===== config.mk =====
export PLATFORM = sky130hd
export DESIGN_NAME = result_display_flat
export DESIGN_NICKNAME = d
export VERILOG_FILES = /design/src/rtl/display_pkg.sv /design/src/rtl/result_display_if.sv /design/src/rtl/result_display_hex7seg.sv /design/src/rtl/result_display.sv /design/src/flat_wrapper.sv
export SDC_FILE = /design/constraint.sdc
export NUM_CORES = 1
export LEC_CHECK = 0
export ABC_AREA = 1
export ABC_CLOCK_PERIOD_IN_PS = 1700
export CELL_PAD_IN_SITES_DETAIL_PLACEMENT = 1
export CELL_PAD_IN_SITES_GLOBAL_PLACEMENT = 2
export CORE_MARGIN = 3
export CORE_UTILIZATION = 31
export DETAILED_ROUTE_END_ITERATION = 10
export PLACE_DENSITY_LB_ADDON = 0.3
export SLEW_MARGIN = 20
export SYNTH_ARGS = -nofsm -noshare
export SYNTH_HDL_FRONTEND = slang
export SYNTH_SLANG_ARGS = --single-unit
export TNS_END_PERCENT = 50

===== constraint.sdc =====
create_clock -name clk -period 1.7 [get_ports clk]
set_clock_uncertainty 0.1 [all_clocks]
set_input_delay 0.34 -clock clk [delete_from_list [all_inputs] [get_ports clk]]
set_output_delay 0.34 -clock clk [all_outputs]
set_load 0.03 [all_outputs]

===== src/rtl/display_pkg.sv =====
// rtl/display_pkg.sv - shared display constants and hex segment table
package display_pkg;

  localparam logic [6:0] SEG_OFF = 7'b1111111;
  localparam logic [3:0] AN_OFF  = 4'b1111;

  // Segment patterns {g,f,e,d,c,b,a}, active-low, indexed by nibble value
  localparam logic [6:0] HEX_SEG [16] = '{
    7'b1000000, 7'b1111001, 7'b0100100, 7'b0110000,
    7'b0011001, 7'b0010010, 7'b0000010, 7'b1111000,
    7'b0000000, 7'b0010000, 7'b0001000, 7'b0000011,
    7'b1000110, 7'b0100001, 7'b0000110, 7'b0001110
  };

endpackage


===== src/rtl/result_display_if.sv =====
// rtl/result_display_if.sv - ALU/loader side inputs and board pin outputs
interface result_display_if;

  logic        load;
  logic [15:0] data;
  logic [3:0]  flags;
  logic        blank;
  logic [6:0]  seg;
  logic [3:0]  an;
  logic        dp;
  logic [3:0]  led;

  modport master (output load, data, flags, blank, input seg, an, dp, led);
  modport slave  (input load, data, flags, blank, output seg, an, dp, led);

endinterface


===== src/rtl/result_display_hex7seg.sv =====
// rtl/result_display_hex7seg.sv - nibble to active-low seven-segment decoder
module hex7seg
  import display_pkg::*;
(
  input  logic [3:0] i_nibble,
  output logic [6:0] o_seg
);

  assign o_seg = HEX_SEG[i_nibble];

endmodule


===== src/rtl/result_display.sv =====
// rtl/result_display.sv - captures ALU result/flags and scans a 4-digit hex display
module result_display
  import display_pkg::*;
#(
  parameter int SCAN_DIV = 50000,
  parameter bit LZ_BLANK = 1'b0
) (
  input  logic             clk,
  input  logic             rst,
  result_display_if.slave  bus
);

  localparam int CNT_W = (SCAN_DIV > 2) ? $clog2(SCAN_DIV) : 1;
  localparam logic [CNT_W-1:0] DIV_LAST = CNT_W'(SCAN_DIV - 1);

  logic [15:0]      r_data;
  logic [3:0]       r_flag;
  logic             r_load_d;
  logic [CNT_W-1:0] r_div_cnt;
  logic [1:0]       r_idx;
  logic [6:0]       r_seg;
  logic [3:0]       r_an;
  logic [3:0]       r_led;

  logic             w_capture;
  logic             w_div_wrap;
  logic [3:0]       w_nibble;
  logic [6:0]       w_seg;
  logic             w_upper_zero;
  logic [3:0]       w_an_scan;

  assign w_capture  = bus.load & ~r_load_d;
  assign w_div_wrap = (r_div_cnt == DIV_LAST);
  assign w_nibble   = r_data[{r_idx, 2'b00} +: 4];
  assign w_an_scan  = ~(4'b0001 << r_idx);

  // True when this digit and every more-significant digit are zero
  assign w_upper_zero = ((r_data >> {r_idx, 2'b00}) == 16'd0);

  hex7seg u_hex7seg (
    .i_nibble (w_nibble),
    .o_seg    (w_seg)
  );

  always_ff @(posedge clk or negedge rst) begin
    if (!rst) begin
      r_data    <= '0;
      r_flag    <= '0;
      r_load_d  <= 1'b0;
      r_div_cnt <= '0;
      r_idx     <= '0;
      r_seg     <= SEG_OFF;
      r_an      <= AN_OFF;
      r_led     <= '0;
    end else begin
      r_load_d <= bus.load;
      if (w_capture) begin
        r_data <= bus.data;
        r_flag <= bus.flags;
      end

      if (w_div_wrap) begin
        r_div_cnt <= '0;
        r_idx     <= r_idx + 2'd1;
      end else begin
        r_div_cnt <= r_div_cnt + 1'b1;
      end

      r_led <= r_flag;
      // Blanking only darkens the pins; the scan keeps running underneath
      if (bus.blank) begin
        r_seg <= SEG_OFF;
        r_an  <= AN_OFF;
      end else begin
        r_seg <= w_seg;
        r_an  <= (LZ_BLANK && w_upper_zero && (r_idx != 2'd0)) ? AN_OFF : w_an_scan;
      end
    end
  end

  assign bus.seg = r_seg;
  assign bus.an  = r_an;
  assign bus.dp  = 1'b1;
  assign bus.led = r_led;

endmodule


===== src/flat_wrapper.sv =====
// flat-port wrapper written by rule: the top's interface ports become plain ports
module result_display_flat import display_pkg::*;
#(
  parameter int SCAN_DIV = 50000,
  parameter bit LZ_BLANK = 1'b0
)
  (clk, rst, bus_load, bus_data, bus_flags, bus_blank, bus_seg, bus_an, bus_dp, bus_led);
  result_display_if bus_i ();
  input  logic clk;
  input  logic rst;
  input wire logic [$bits(bus_i.load)-1:0] bus_load;
  input wire logic [$bits(bus_i.data)-1:0] bus_data;
  input wire logic [$bits(bus_i.flags)-1:0] bus_flags;
  input wire logic [$bits(bus_i.blank)-1:0] bus_blank;
  output wire logic [$bits(bus_i.seg)-1:0] bus_seg;
  output wire logic [$bits(bus_i.an)-1:0] bus_an;
  output wire logic [$bits(bus_i.dp)-1:0] bus_dp;
  output wire logic [$bits(bus_i.led)-1:0] bus_led;
  assign bus_i.load = bus_load;
  assign bus_i.data = bus_data;
  assign bus_i.flags = bus_flags;
  assign bus_i.blank = bus_blank;
  assign bus_seg = bus_i.seg;
  assign bus_an = bus_i.an;
  assign bus_dp = bus_i.dp;
  assign bus_led = bus_i.led;
  result_display #(.SCAN_DIV(SCAN_DIV), .LZ_BLANK(LZ_BLANK)) u_core (.clk(clk), .rst(rst), .bus(bus_i));
endmodule

# == After elaboration in Yosys (flattened, before gate mapping) ==
# Memory sizes are Yosys's and may differ from the RTL's.
# Cells that the tools add are included.
# op_classes
n_lt_le_gt_ge,1
muxes,5
n_reduce_logical,0
div,0
n_eq_ne,1
n_shift,2
n_mul,0
bitwise,4
add_sub_neg,2
# op_table
op,count
$mux W7,3
$add A16 B1 Y16 const B,1
$eq A16 B16 Y1 const B,1
$mux W16,1
$shiftx A16 B5 Y4,1
$ge A5 B5 Y1 const B,1
$not A4 Y5,1
$mux W4,1
$not A4 Y4,1
$shl A1 B2 Y4 const A,1
$add A2 B1 Y2 const B,1
$and A1 B1 Y1,1
$not A1 Y1,1
# word_totals
ramBits,0
latch_bits,0
word_cells,24
mem_bits_ro,112
out_inout_bits,16
memories,1
regBits,54
# memory_table
name,depth,width,rd,rd_clocked_by_memory_dff,write_ports,line,source
(name not given),16,7,1,0,0,result_display_hex7seg.sv:9,assign o_seg = HEX_SEG[i_nibble];

# == Logic depth before layout (Yosys ltp) ==
# depth
ltp_word,6
mapped_depth,11

# == Cells and area by module ==
# From an unflattened synthesis, not the netlist that was laid out.
# hier_totals
cells_unflattened,274
hier_area_um2,2631.3
# by_module_without_submodules
mod,cells_each,seq_area_each_um2,instances,area_each_um2
result_display,225,1365.1,1,2362.3
hex7seg,49,0.0,1,269.0

# == Least setup slack after synthesis ==
# OpenSTA, ideal clock, no wires.
# synth_path
path_kind,register -> register
start,reg u_core.r_idx[1]
end,reg u_core.r_seg[2] (netlist: u_core.bus.seg[2])
path_stages_with_launch,9
arrival_time_ns,1.463
t_required_ns,1.519
path_slack_ns,0.056
setup_ns,0.081
path_cell_list,dfrtp_1 inv_2 nand3_1 nand2_1 inv_1 ha_1 inv_1 nand3_1 o211ai_1
# synth_between
elab_chain_cells,6
# synth_rtl
item,line,source
"start, declared",result_display.sv:20,logic [1:0] r_idx;
"start signal, assigned",result_display.sv:64,r_idx <= r_idx + 2'd1;
$shiftx A16 B5 Y4,result_display.sv:34,"assign w_nibble = r_data[{r_idx, 2'b00} +: 4];"
$not A4 Y5 (implied by the code),result_display_hex7seg.sv:9,
$mem_v2 Z16 W7,--,
$mux W7 (implied by the code) (2 in series),result_display_hex7seg.sv:9,
$mux W7,result_display.sv:71,if (bus.blank) begin
"end signal, assigned",result_display.sv:75,r_seg <= w_seg;
"end, declared",result_display.sv:21,logic [6:0] r_seg;
# No other way between the ends. The select of a mux whose other input is x is not followed.
# A chain may end at the register's enable or synchronous reset.

# == Worst setup path after layout ==
# layout_path
start,reg u_core.r_an[1] (netlist: u_core.bus.an[1])
end,out bus_an[1]
# layout_lines
item,line,source
"start, declared",result_display.sv:22,logic [3:0] r_an;
"start signal, assigned",result_display.sv:76,r_an <= (LZ_BLANK && w_upper_zero && (r_idx != 2'd0)) ? AN_OFF : w_an_scan;
"end, declared",flat_wrapper.sv:16,output wire logic [$bits(bus_i.an)-1:0] bus_an;
# No word-level cell between the ends.

==> flow_summary.json <==
{
  "status": "completed",
  "pwr-share-clk_pct": 33.8,
  "nets": 352,
  "htree_levels": 2,
  "power.share.combinational_pct": 19.0,
  "drtIter0Drc": 53,
  "syn_avg_cell_area_um2": 10.0,
  "syn_area_um2": 2630,
  "via_per_inst": 4.58,
  "clock_path_buffers": 2,
  "drv_slew": 0,
  "tns_ns": 0,
  "area_delta_synth_final_pct": 30.1,
  "total_power_uw": 3100,
  "maxCapViolCount": 0,
  "io_buffers": 38,
  "dp_slack_ns": -0.0541,
  "critPathSlowestCell": "dfstp_2",
  "synth.area.top_cells": "dfrtp_1 41%, dfstp_2 11%, mux2_2 8.6%",
  "placed_area_um2": 3200,
  "crit_chain": "dlygate4sd2_1",
  "fin_crit_ns": 1.65,
  "routed_wl_mm": 5.54,
  "cp_max_fo": 1,
  "clock_sink_count": 54,
  "arrival_ns": 1.21,
  "power-per-cell-area_nw_per_um2": 905,
  "core_um2": 7970,
  "setup_viol": 0,
  "grt_pass1_vias": 2016,
  "num_rows": 32,
  "drive_above_1_share_pct": 29.2,
  "synth_top_area_share_pct": 40.9,
  "hold_viol": 0,
  "fin_area_um2": 3420,
  "max_freq_ghz": 0.606,
  "ios": 40,
  "hold_class": "reg2reg",
  "numCtsBuffers": 5,
  "critPathTopFamily": "flip-flops",
  "vias": 1924,
  "ys_types": 34,
  "yosysTopAreaCell": "dfrtp_1",
  "cp_num_buf_inv": 1,
  "cp-end-kind": "primary output",
  "synth_seq_area_share_pct": 51.9,
  "die_area_um2": 9630,
  "ys_warn_count": 0,
  "cts_tree": "done",
  "post_drt_wl_per_cell_um": 13.2,
  "clkTransAtPathRegs_ns": 0.10,
  "postSynthRegisterBits": 54,
  "place_congestion": 0.833,
  "worstSkewPairLatency_ns": 0.30,
  "startpoint_type": "flip-flop",
  "diodes": 0,
  "die_width_um": 98.1,
  "finalCritPeriodShare_pct": 97.1,
  "clockRootBuffer": "clkbuf_8",
  "grt.total_usage_pct": 12.2,
  "slowest_delay_ns": 0.53,
  "synth_fp_nets": 297,
  "sw_frac_of_total_pct": 25.7,
  "drc": 0,
  "grt_pass1_wl_mm": 9.74,
  "firstDrtPassIters": 4,
  "vdd.ir_drop.worst_mv": 0.366,
  "netlist_instances": 262,
  "final_cells": 420,
  "p_sw_uw": 795,
  "grt_max_degree": 44,
  "dp.cells": 407,
  "grt-ovfl-total": 0,
  "postLayoutSetupSlackWorst_ns": 0.0489,
  "fp.dieH_um": 98.1,
  "p_seq_share_pct": 47.3,
  "critPathRequiredTime_ns": 1.26,
  "p_leak_uw": 0.00156,
  "r2r_slack_ns": 0.11,
  "antenna_left": 0,
  "intPower_uw": 2300,
  "crit_type": "reg2out",
  "floorplan.initialDensity_pct": 33.0,
  "dp_hpwl_mm": 4.26,
  "antenna_found_initial": 0
}
-- layer usage --
layer | routed length [um] | up-vias | GRT usage (%)
met5 | 0 | - | 0
met2 | 2640 | 32 | 19.7
met1 | 2660 | 937 | 17.1
met4 | 19 | 0 | 2.21
met3 | 218 | 2 | 2.64
li1 | - | 953 | -
-- cells in the mapped netlist, drive strengths merged --
| cell type | instances |
|---|---|
| nor2 | 25 |
| nor3b | 1 |
| nor3 | 2 |
| inv | 24 |
| o21ai | 3 |
| nand2 | 64 |
| nand4 | 4 |
| buf | 5 |
| dfstp | 11 |
| xor2 | 5 |
| a21oi | 3 |
| clkinv | 2 |
| o211ai | 1 |
| nand3 | 33 |
| o21bai | 3 |
| dfrtp | 43 |
| mux2 | 20 |
| ha | 11 |
| conb | 1 |
| nand3b | 1 |
-- power groups by stage --
| stage | sequential [uW] | combinational (uW) | clock [uW] |
|---|---|---|---|
| after CTS | 1470 | 560 | 1090 |
| final | 1460 | 587 | 1050 |
| after global placement | 1490 | 578 | 0 |
| after global routing | 1480 | 648 | 1150 |
| after floorplan | 1570 | 263 | 0 |
| after detailed placement | 1490 | 587 | 0 |
-- registers in the layout, summed over array words and instances (netlist names) --
register          count
u_core.r_flag         4
u_core.r_load_d       1
u_core.bus.seg        7
u_core.r_div_cnt     16
u_core.bus.an         4
u_core.r_idx          2
u_core.bus.led        4
u_core.r_data        16
-- area by class of cell --
class,count,area (um^2)
multi-input combinational,178,1190
clock inverter,2,60.1
timing repair buffer,52,492
clock buffer,6,82.6
inverter,26,108
fill,912,4550
tap,102,128
sequential,54,1370
-- final timing paths --
| path | cells after the start | from | endpoint |
|---|---|---|---|
| setup / recovery | 1 | u_core.bus.an[1]$_DFF_PN1_ | bus_an[1] |
| hold / removal | 0 | u_core.r_flag[0]$_DFFE_PN0P_ | u_core.bus.led[0]$_DFF_PN0_ |
| setup reg to reg | 8 | u_core.r_idx[0]$_DFFE_PN0N_ | u_core.bus.seg[0]$_DFF_PN1_ |
| hold reg to reg | 0 | u_core.r_flag[0]$_DFFE_PN0P_ | u_core.bus.led[0]$_DFF_PN0_ |
| max in group asynchronous | 3 | rst | u_core.bus.an[3]$_DFF_PN1_ |
| min in group asynchronous | 2 | rst | u_core.r_div_cnt[5]$_DFF_PN0_ |
-- per-stage QoR --
stage                     hold WS [ns]  util [%]
after global placement           0.148      40.1
final                            0.278      42.9
after global routing             0.288      42.9
after floorplan                -0.0556         -
after CTS                        0.282      41.8
after detailed placement         0.153      40.1
-- cells by family (layout without fill, tap and decap cells) --
kind of cell	count (synthesis)	after routing	synth area share [%]
other cells	1	1	0.143
fa+ha+maj	11	11	5.23
compound gates	10	10	2.42
mux	20	20	8.56
buf+inv	31	86	5.42
flops	54	54	51.9
xor+xnor	5	5	1.66
simple gates	130	131	24.7
-- placed cells by master (no fill, tap or decap), types with 2 or more instances in the layout --
cell	n
nand2_2	10
xor2_1	5
a21oi_1	3
nor3_1	2
nand3_1	24
dlygate4sd2_1	13
buf_4	11
mux2_2	20
o21bai_1	3
dfstp_2	11
nor2_4	2
nor2_1	21
clkbuf_8	6
buf_12	2
inv_1	16
nand2_1	51
inv_2	6
clkdlybuf4s50_1	22
dfrtp_1	42
clkdlybuf4s15_1	2
nand3_2	7
bufinv_16	2
inv_4	2
nand3_4	2
nand4_1	4
nor2_2	2
ha_1	10
nand2_4	3
-- what timing repair did --
| item | CTS | global route |
|---|---|---|
| cloned | 0 | 1 |
| endpoints found under the setup margin | 22 | 11 |
| pin swaps | 0 | 5 |
| hold buffers | 1 | 0 |
| setup buffers | 0 | 3 |
| endpoints found under the hold margin | 11 | 0 |
| resized for setup | 16 | 19 |
Power figures use the tool's default switching activity.
